===== config.mk =====
export PLATFORM = sky130hd
export DESIGN_NAME = alu_exec_unit_flat
export DESIGN_NICKNAME = d
export VERILOG_FILES = /design/src/rtl/alu_exec_unit_if.sv /design/src/rtl/alu_exec_unit.sv /design/src/flat_wrapper.sv
export SDC_FILE = /design/constraint.sdc
export NUM_CORES = 1
export LEC_CHECK = 0
export BUFFER_PORTS_ARGS = -buffer_cell sky130_fd_sc_hd__buf_2
export CAP_MARGIN = 15
export CELL_PAD_IN_SITES_DETAIL_PLACEMENT = 1
export CELL_PAD_IN_SITES_GLOBAL_PLACEMENT = 2
export CORE_UTILIZATION = 33
export DETAILED_ROUTE_END_ITERATION = 16
export GPL_TIMING_DRIVEN = 0
export MAX_ROUTING_LAYER = met4
export PLACE_DENSITY = 0.8
export SYNTH_ARGS = -nofsm -noshare
export SYNTH_HDL_FRONTEND = slang
export SYNTH_SLANG_ARGS = --single-unit

===== constraint.sdc =====
create_clock -name clk -period 4.3 [get_ports clk]
set_input_delay 0.215 -clock clk [delete_from_list [all_inputs] [get_ports clk]]
set_output_delay 0.215 -clock clk [all_outputs]
set_load 0.1 [all_outputs]

===== src/rtl/alu_exec_unit_if.sv =====
// Decoder-to-ALU handshake bundle: request side (operation/operands) and
// response side (registered result plus status).
interface alu_exec_unit_if #(
    parameter int WIDTH = 64
);
    logic             in_valid;
    logic             in_ready;
    logic [3:0]       operation;
    logic [WIDTH-1:0] a;
    logic [WIDTH-1:0] b;
    logic             out_valid;
    logic             out_ready;
    logic [WIDTH-1:0] result;
    logic             zero;
    logic             illegal_op;
    logic             busy;

    modport master (
        output in_valid, operation, a, b, out_ready,
        input  in_ready, out_valid, result, zero, illegal_op, busy
    );

    modport slave (
        input  in_valid, operation, a, b, out_ready,
        output in_ready, out_valid, result, zero, illegal_op, busy
    );
endinterface


===== src/rtl/alu_exec_unit.sv =====
// Execute-stage ALU: single-cycle AND/OR/ADD/SUB, WIDTH-cycle shift-add MUL,
// valid/ready on both sides with a registered result.
//
// state | meaning
// IDLE  | can accept an op when the output register is free or draining
// MUL   | shift-add multiply in flight, one multiplier bit per cycle
module alu_exec_unit #(
    parameter int WIDTH = 64,
    parameter int CNT_W = 7
) (
    input  logic clk,
    input  logic reset,
    alu_exec_unit_if.slave bus
);
    localparam logic [3:0] OP_AND = 4'b0000;
    localparam logic [3:0] OP_OR  = 4'b0001;
    localparam logic [3:0] OP_ADD = 4'b0010;
    localparam logic [3:0] OP_SUB = 4'b0110;
    localparam logic [3:0] OP_MUL = 4'b1000;

    typedef enum logic {IDLE, MUL} state_t;

    state_t           state;
    logic [WIDTH-1:0] mcand;
    logic [WIDTH-1:0] mplier;
    logic [WIDTH-1:0] acc;
    logic [CNT_W-1:0] count;
    logic [WIDTH-1:0] result_q;
    logic             zero_q;
    logic             illegal_q;
    logic             out_valid_q;
    logic             busy_q;

    logic             accept;
    logic [WIDTH-1:0] op_res;
    logic             op_ill;
    logic [WIDTH-1:0] acc_next;

    assign bus.in_ready   = (state == IDLE) && (!out_valid_q || bus.out_ready);
    assign accept         = bus.in_valid && bus.in_ready;
    assign bus.out_valid  = out_valid_q;
    assign bus.result     = result_q;
    assign bus.zero       = zero_q;
    assign bus.illegal_op = illegal_q;
    assign bus.busy       = busy_q;

    assign acc_next = mplier[0] ? acc + mcand : acc;

    always_comb begin
        op_res = '0;
        op_ill = 1'b0;
        case (bus.operation)
            OP_AND:  op_res = bus.a & bus.b;
            OP_OR:   op_res = bus.a | bus.b;
            OP_ADD:  op_res = bus.a + bus.b;
            OP_SUB:  op_res = bus.a + ~bus.b + WIDTH'(1);
            OP_MUL:  op_res = '0;
            default: op_ill = 1'b1;
        endcase
    end

    always_ff @(posedge clk) begin
        if (reset) begin
            state       <= IDLE;
            mcand       <= '0;
            mplier      <= '0;
            acc         <= '0;
            count       <= '0;
            result_q    <= '0;
            zero_q      <= 1'b0;
            illegal_q   <= 1'b0;
            out_valid_q <= 1'b0;
            busy_q      <= 1'b0;
        end else begin
            // Drain first; a same-edge accept or MUL completion overrides it.
            if (out_valid_q && bus.out_ready)
                out_valid_q <= 1'b0;

            case (state)
                IDLE: begin
                    if (accept) begin
                        if (bus.operation == OP_MUL) begin
                            mcand  <= bus.a;
                            mplier <= bus.b;
                            acc    <= '0;
                            count  <= '0;
                            busy_q <= 1'b1;
                            state  <= MUL;
                        end else begin
                            result_q    <= op_res;
                            zero_q      <= (op_res == '0);
                            illegal_q   <= op_ill;
                            out_valid_q <= 1'b1;
                        end
                    end
                end
                MUL: begin
                    acc    <= acc_next;
                    mcand  <= mcand << 1;
                    mplier <= mplier >> 1;
                    count  <= count + 1'b1;
                    if (count == CNT_W'(WIDTH - 1)) begin
                        result_q    <= acc_next;
                        zero_q      <= (acc_next == '0);
                        illegal_q   <= 1'b0;
                        out_valid_q <= 1'b1;
                        busy_q      <= 1'b0;
                        count       <= '0;
                        state       <= IDLE;
                    end
                end
                default: state <= IDLE;
            endcase
        end
    end
endmodule


===== src/flat_wrapper.sv =====
// flat-port wrapper written by rule: the top's interface ports become plain ports
module alu_exec_unit_flat 
#(
    parameter int WIDTH = 64,
    parameter int CNT_W = 7
)
  (clk, reset, bus_in_valid, bus_operation, bus_a, bus_b, bus_out_ready, bus_in_ready, bus_out_valid, bus_result, bus_zero, bus_illegal_op, bus_busy);
  alu_exec_unit_if #(.WIDTH(WIDTH)) bus_i ();
  input  logic clk;
  input  logic reset;
  input wire logic [$bits(bus_i.in_valid)-1:0] bus_in_valid;
  input wire logic [$bits(bus_i.operation)-1:0] bus_operation;
  input wire logic [$bits(bus_i.a)-1:0] bus_a;
  input wire logic [$bits(bus_i.b)-1:0] bus_b;
  input wire logic [$bits(bus_i.out_ready)-1:0] bus_out_ready;
  output wire logic [$bits(bus_i.in_ready)-1:0] bus_in_ready;
  output wire logic [$bits(bus_i.out_valid)-1:0] bus_out_valid;
  output wire logic [$bits(bus_i.result)-1:0] bus_result;
  output wire logic [$bits(bus_i.zero)-1:0] bus_zero;
  output wire logic [$bits(bus_i.illegal_op)-1:0] bus_illegal_op;
  output wire logic [$bits(bus_i.busy)-1:0] bus_busy;
  assign bus_i.in_valid = bus_in_valid;
  assign bus_i.operation = bus_operation;
  assign bus_i.a = bus_a;
  assign bus_i.b = bus_b;
  assign bus_i.out_ready = bus_out_ready;
  assign bus_in_ready = bus_i.in_ready;
  assign bus_out_valid = bus_i.out_valid;
  assign bus_result = bus_i.result;
  assign bus_zero = bus_i.zero;
  assign bus_illegal_op = bus_i.illegal_op;
  assign bus_busy = bus_i.busy;
  alu_exec_unit #(.WIDTH(WIDTH), .CNT_W(CNT_W)) u_core (.clk(clk), .reset(reset), .bus(bus_i));
endmodule

Word level (Yosys, flattened, before mapping). Cells that the tools add are included.

Add/subtract/negate cells: 5. Equal/unequal tests: 9. Mux-type cells: 40. Bitwise logic cells: 4. Reduce and logical (&&, ||, !) cells: 12.

Operators with widths (count): $mux 64 (10); $pmux 64 s2 (4); $pmux 64 s4 (1); $add 64x64->64 (3); $logic_not 64->1 (2); $add 64x1->64 const B (1); $and 64x64->64 (1); $not 64->64 (1); $or 64x64->64 (1); $mux 7 (3); $mux 1 (16); $pmux 7 s2 (1); $pmux 1 s2 (5); $add 7x1->7 const B (1); $eq 7x6->1 const B (1); $ne 2x2->1 const B (3); $reduce_and 3->1 (2); $eq 4x1->1 const B (1); $eq 4x2->1 const B (1); $eq 4x3->1 const B (1); $eq 4x4->1 const B (1); $logic_not 4->1 (1); $reduce_or 4->1 (1); $logic_and 1x1->1 (3); 5 further kinds (5).

Flip-flop bits (word level): 268. Input bits: 136. Output and inout port bits: 69. Logic and storage cells: 80.

Longest topological paths before layout.
Word-level depth: 8. Depth in mapped cells: 18. Gate-level depth less buffers: 18.

Least setup slack after synthesis. Ideal clock, no wire load.

Path kind: flip-flop to flip-flop. From: register u_core.acc[0]. To: register u_core.zero_q (netlist: u_core.bus.zero). Library setup time: 0.059 ns. Data arrival time: 4.110 ns. Required time: 4.241 ns. Setup slack: 0.131 ns. Stages on the path, launching flop included: 17. Path buffers: 0. Clock period less this slack: 4.169 ns. Cells stage by stage: dfxtp_1 > ha_1 > fa_1 > a211oi_1 > o211ai_1 > nand3_1 > a211oi_1 > a311o_1 > nor4b_1 > nand4_1 > or4_1 > or4_1 > nor4_1 > nand4_1 > or4_1 > nand2_1 > a31o_1.

Cells in the longest elaborated chain, start to end: 5.

RTL lines: start, declared (line alu_exec_unit.sv:26) `logic [WIDTH-1:0] acc;`; start signal, assigned (line alu_exec_unit.sv:98) `acc <= acc_next;`; $add 64x64->64 (line alu_exec_unit.sv:47) `assign acc_next = mplier[0] ? acc + mcand : acc;`; $mux 64 * (line alu_exec_unit.sv:47); $logic_not 64->1 * (line alu_exec_unit.sv:104) `zero_q <= (acc_next == '0);`; $mux 1 * (line alu_exec_unit.sv:102) `if (count == CNT_W'(WIDTH - 1)) begin`; $pmux 1 s2 * (line alu_exec_unit.sv:79) `case (state)`; end signal, assigned (line alu_exec_unit.sv:91) `zero_q <= (op_res == '0);`; end signal, assigned (line alu_exec_unit.sv:104); end, declared (line alu_exec_unit.sv:29) `logic zero_q;`.

Every way passes the cells marked *; elsewhere a longest branch is shown, timed or not. The select of a mux whose other input is x is not followed. A chain may end at the register's enable or synchronous reset.

Worst setup path after layout.
From: input port bus_operation[0]. To: register u_core.zero_q (netlist: u_core.bus.zero).

Cells in the longest elaborated chain, start to end: 6. Elaborated cells on any way between the ends: 12. Classes of those cells: eq/ne (5); mux (4); reduce/logical (3).

RTL lines: start, declared (line flat_wrapper.sv:12) `input wire logic [$bits(bus_i.operation)-1:0] bus_operation;`; $eq 4x3->1 (tied with other cells) (line alu_exec_unit.sv:52) `case (bus.operation)`; $pmux 64 s4 (line alu_exec_unit.sv:52); $logic_not 64->1 (line alu_exec_unit.sv:91); $mux 1 (line alu_exec_unit.sv:82) `if (bus.operation == OP_MUL) begin`; $mux 1 (line alu_exec_unit.sv:81) `if (accept) begin`; $pmux 1 s2 (line alu_exec_unit.sv:79).

Parallel ways exist; a longest one is shown, timed or not. The select of a mux whose other input is x is not followed.

==> metrics.md <==
| Metric | Value |
|---|---|
| Outcome | `finished with violations` |
| Violations in the final reports | `negative setup slack` |
| Critical path capture point type | `flip-flop` |
| Wire length of the first global-routing pass | `between 200 and 250 mm` |
| Post-synthesis area per instance | `approximately 7.3 µm²` |
| Commonest non-fill, non-tap cells in the layout | `sky130_fd_sc_hd__a21oi_1 (434), sky130_fd_sc_hd__nand2_1 (354), sky130_fd_sc_hd__nor2_1 (286)` |
| Met2 usage | `55.05%` |
| Tmin final | `approximately 4700 ps` |
| DIE AREA | `0.08141 mm²` |
| Unrepaired setup endpoints after global routing | `yes` |
| GRT Total Usage | `between 30 and 40%` |
| GR Util met3 | `just under 5%` |
| Synth async-reset ratio | `0%` |
| Hold path cells | `3` |
| Top Usage Layer GRT | `met2` |
| Via density per instance | `slightly above 6` |
| Post-detailed-placement cell area | `between 0.02 and 0.03 mm²` |
| Detailed-placement wirelength estimate | `~120 mm` |
| CTS tree | `done` |
| Effective utilization at floorplan | `about 33%` |
| Sum of routed wire length over all layers | `about 150 mm` |
| Worst-path clk slew | `60 ps` |
| Number of enable flip-flop cells after synthesis | `0` |
| CTS max path bufs | `3` |
| Last weighted congestion value of the routability-driven placer | `between 1 and 1.5` |
| Overall die height | `approximately 290 µm` |
| Synth top area cells | `sky130_fd_sc_hd__dfxtp_1 (20%), sky130_fd_sc_hd__ha_1 (13%), sky130_fd_sc_hd__a21oi_1 (8.4%), sky130_fd_sc_hd__nand2_1 (5.0%), sky130_fd_sc_hd__nor2_1 (4.1%)` |
| Layout Cells excl Fill | `~5000` |
| Most instantiated flip-flop cell in the synthesis netlist | `sky130_fd_sc_hd__dfxtp_1` |
| Crit Path Category | `in -> reg` |
| Power density normalized to cell area | `281.9 mW/mm²` |
| Worst VDD drop | `approximately 0.32 mV` |
| Number of antenna violations at the first check in global routing | `6` |
| Pin slew with the least headroom to its limit | `roughly 1300 ps` |
| X dimension of the die | `about 290 µm` |
| Post-Place Worst Slack | `-2195 ps` |
| R2R cell count | `12` |
| Top-level I/O count | `205` |
| Post-route total power | `8937 µW` |
| Number of buffer cells added on primary ports | `203` |
| Clock insertion delay at the later pin of the skew report | `around 600 ps` |
| Sequential cell area fraction in the yosys report | `20.25%` |
| Fraction of post-synthesis cell area in the top cell type by area | `approximately a fifth` |
| Most common cell after layout, fill and taps aside | `sky130_fd_sc_hd__a21oi_1` |
| Final nets | `roughly 4400` |
| Count of TritonRoute iterations in the first routing pass | `5` |
| Final worst setup slack | `-448.4 ps` |
| Final setup skew | `21.49 ps` |
| Placeable Area | `~0.08 mm²` |
| Maximum frequency from static timing analysis | `0.2106 GHz` |
| Drt wl/cell | `between 30 and 40 µm` |
| Data arrival time of the critical path | `approximately 5300 ps` |
| Net Count, Synth | `approximately 4100` |
| Maximum Capacitance Violations | `0` |
| Initial detailed-routing violation count | `~3200` |
| Summed instance area of the synthesized netlist | `0.02649 mm²` |
| Required time of the critical path | `approximately 4800 ps` |
| Number of global-route vias before repair | `~30000` |
| Worst-path maximum fanout | `10` |
| Syn-to-layout area delta | `19.66%` |
| Slew margin rel. | `roughly an eighth` |
| Library cell occupying the most area in the post-synthesis netlist | `sky130_fd_sc_hd__dfxtp_1` |
| Via Count | `31259` |
| Number of failing hold endpoints at the final stage | `0` |
| TritonCTS sink count | `approximately 270` |
| Global Route met1 Usage | `50.61%` |
| Maximum number of pins on one net before global-route repair | `14` |
| Setup Viol. Count Final | `4` |
| Standard-cell rows | `just over 100` |
| Residual antenna-violating net count after detailed routing | `0` |
| Design area | `roughly 0.032 mm²` |
| Hold Crit Class | `in -> reg` |
| Kind of start point of the critical path | `primary input` |
| Warnings, synthesis | `0` |
| CTS HTree Levels | `2` |
| Final period util | `110.4%` |
| Number of cells produced by synthesis | `around 3600` |
| Max-slew violation total from the final report | `0` |
| Clock root buffer master | `sky130_fd_sc_hd__clkbuf_16` |
| Share of cells above drive strength 1 | `between 10 and 15%` |
| Clock buffers created by TritonCTS | `37` |
| Post-route DRC | `0` |
| Global route total overflow | `0` |
| Total leakage power | `0.01295 µW` |
| Count of cell types in the netlist | `89` |
| Register bit count reported by yosys | `268` |
| Cell count after placement | `between 4000 and 5000` |
==> sequential cells by signal, indices dropped and copies added (netlist names) <==
name / cells
u_core.acc: 64
u_core.bus.busy: 1
u_core.bus.illegal_op: 1
u_core.bus.out_valid: 1
u_core.bus.result: 64
u_core.bus.zero: 1
u_core.count: 7
u_core.mcand: 64
u_core.mplier: 64
u_core.state: 1
==> critical path: stages <==
cell                       delay [ps]
sky130_fd_sc_hd__clkbuf_1         260
sky130_fd_sc_hd__nand2_1          380
sky130_fd_sc_hd__clkbuf_1         620
sky130_fd_sc_hd__buf_8            250
sky130_fd_sc_hd__clkbuf_2         540
sky130_fd_sc_hd__clkbuf_2         530
sky130_fd_sc_hd__clkbuf_2         500
sky130_fd_sc_hd__nor2_1            80
sky130_fd_sc_hd__a221oi_1         720
sky130_fd_sc_hd__nand2_1          160
sky130_fd_sc_hd__nor4_2           340
sky130_fd_sc_hd__nand3_1          180
sky130_fd_sc_hd__nor4b_2          330
sky130_fd_sc_hd__a31o_1           160
==> logic make-up (layout without fill, tap and decap cells) <==
family,after synthesis,in the layout,synth area share (%)
mux,55,55,2.182
buf+inv,521,863,7.486
flops,268,268,20.25
fa+ha+maj,272,272,12.93
compound gates,1360,1360,34.87
xor+xnor,97,97,3.207
other cells,0,1,0
simple gates,1074,1074,19.07
==> through the flow <==
| step | utilization (%) | TNS, ps | hold WS [ps] |
|---|---|---|---|
| after floorplan | - | 0 | 351.0 |
| after global placement | 36.36 | -99530 | 437.5 |
| after detailed placement | 36.49 | -61510 | 444.2 |
| after CTS | 39.55 | -518.8 | 0.04252 |
| after global routing | 39.99 | -829.2 | 19.17 |
| final | 40.00 | -737.3 | 11.12 |
==> power by group <==
part	internal, µW	leakage (µW)	switching, µW
Clock	1980	0.000631	1420
Combinational	831	0.0101	2060
Sequential	2570	0.00217	80.1
==> path summary, 6_finish.rpt <==
path                                             from                     to  slack (ps)
worst max-delay path                 bus_operation[0]        u_core.bus.zero        -450
worst min-delay path                        bus_b[60]      u_core.mplier[60]          10
worst max register to register       u_core.mplier[0]        u_core.bus.zero        -340
worst min register to register  u_core.bus.result[35]  u_core.bus.result[35]         450
==> cell usage after synthesis, drive strengths merged, types with 21 or more instances <==
library cell and instances:
a21oi 447, nand2 355, nor2 288, inv 283, ha 269, dfxtp 268
clkbuf 203, o21ai 202, o21bai 93, a221oi 83, xnor2 76, nand3 70
nor3 69, o221a 68, a21o 60, nand4 55, o211ai 55, a211oi 49
nor2b 41, nor4 41, o31ai 40, buf 34, mux2i 33, or3 33
a31oi 32, o221ai 32, nand2b 26, mux2 22, xor2 21
==> area by class of cell <==
type | instances | area (µm²)
inverter | 284 | 1066
clock buffer | 45 | 1037
tap | 1050 | 1314
buffer | 224 | 927.1
timing repair buffer | 287 | 1829
antenna | 1 | 2.502
clock inverter | 23 | 275.3
fill | 9948 | 47560
multi-input combinational | 2858 | 19870
sequential | 268 | 5375
==> what timing repair did <==
item	in CTS	in global routing
hold endpoints to repair	57	0
setup endpoints to repair	71	24
setup buffers	10	8
hold buffers	57	0
pin swaps	19	20
resized for setup	120	82
==> routing by layer <==
| metal | vias up | routed length [µm] |
|---|---|---|
| li1 | 14031 | - |
| met3 | 267 | 12510 |
| met4 | 0 | 6107 |
| met1 | 15567 | 67770 |
| met2 | 1394 | 65120 |
| met5 | - | 0 |
(Power assumes the default switching activity.)
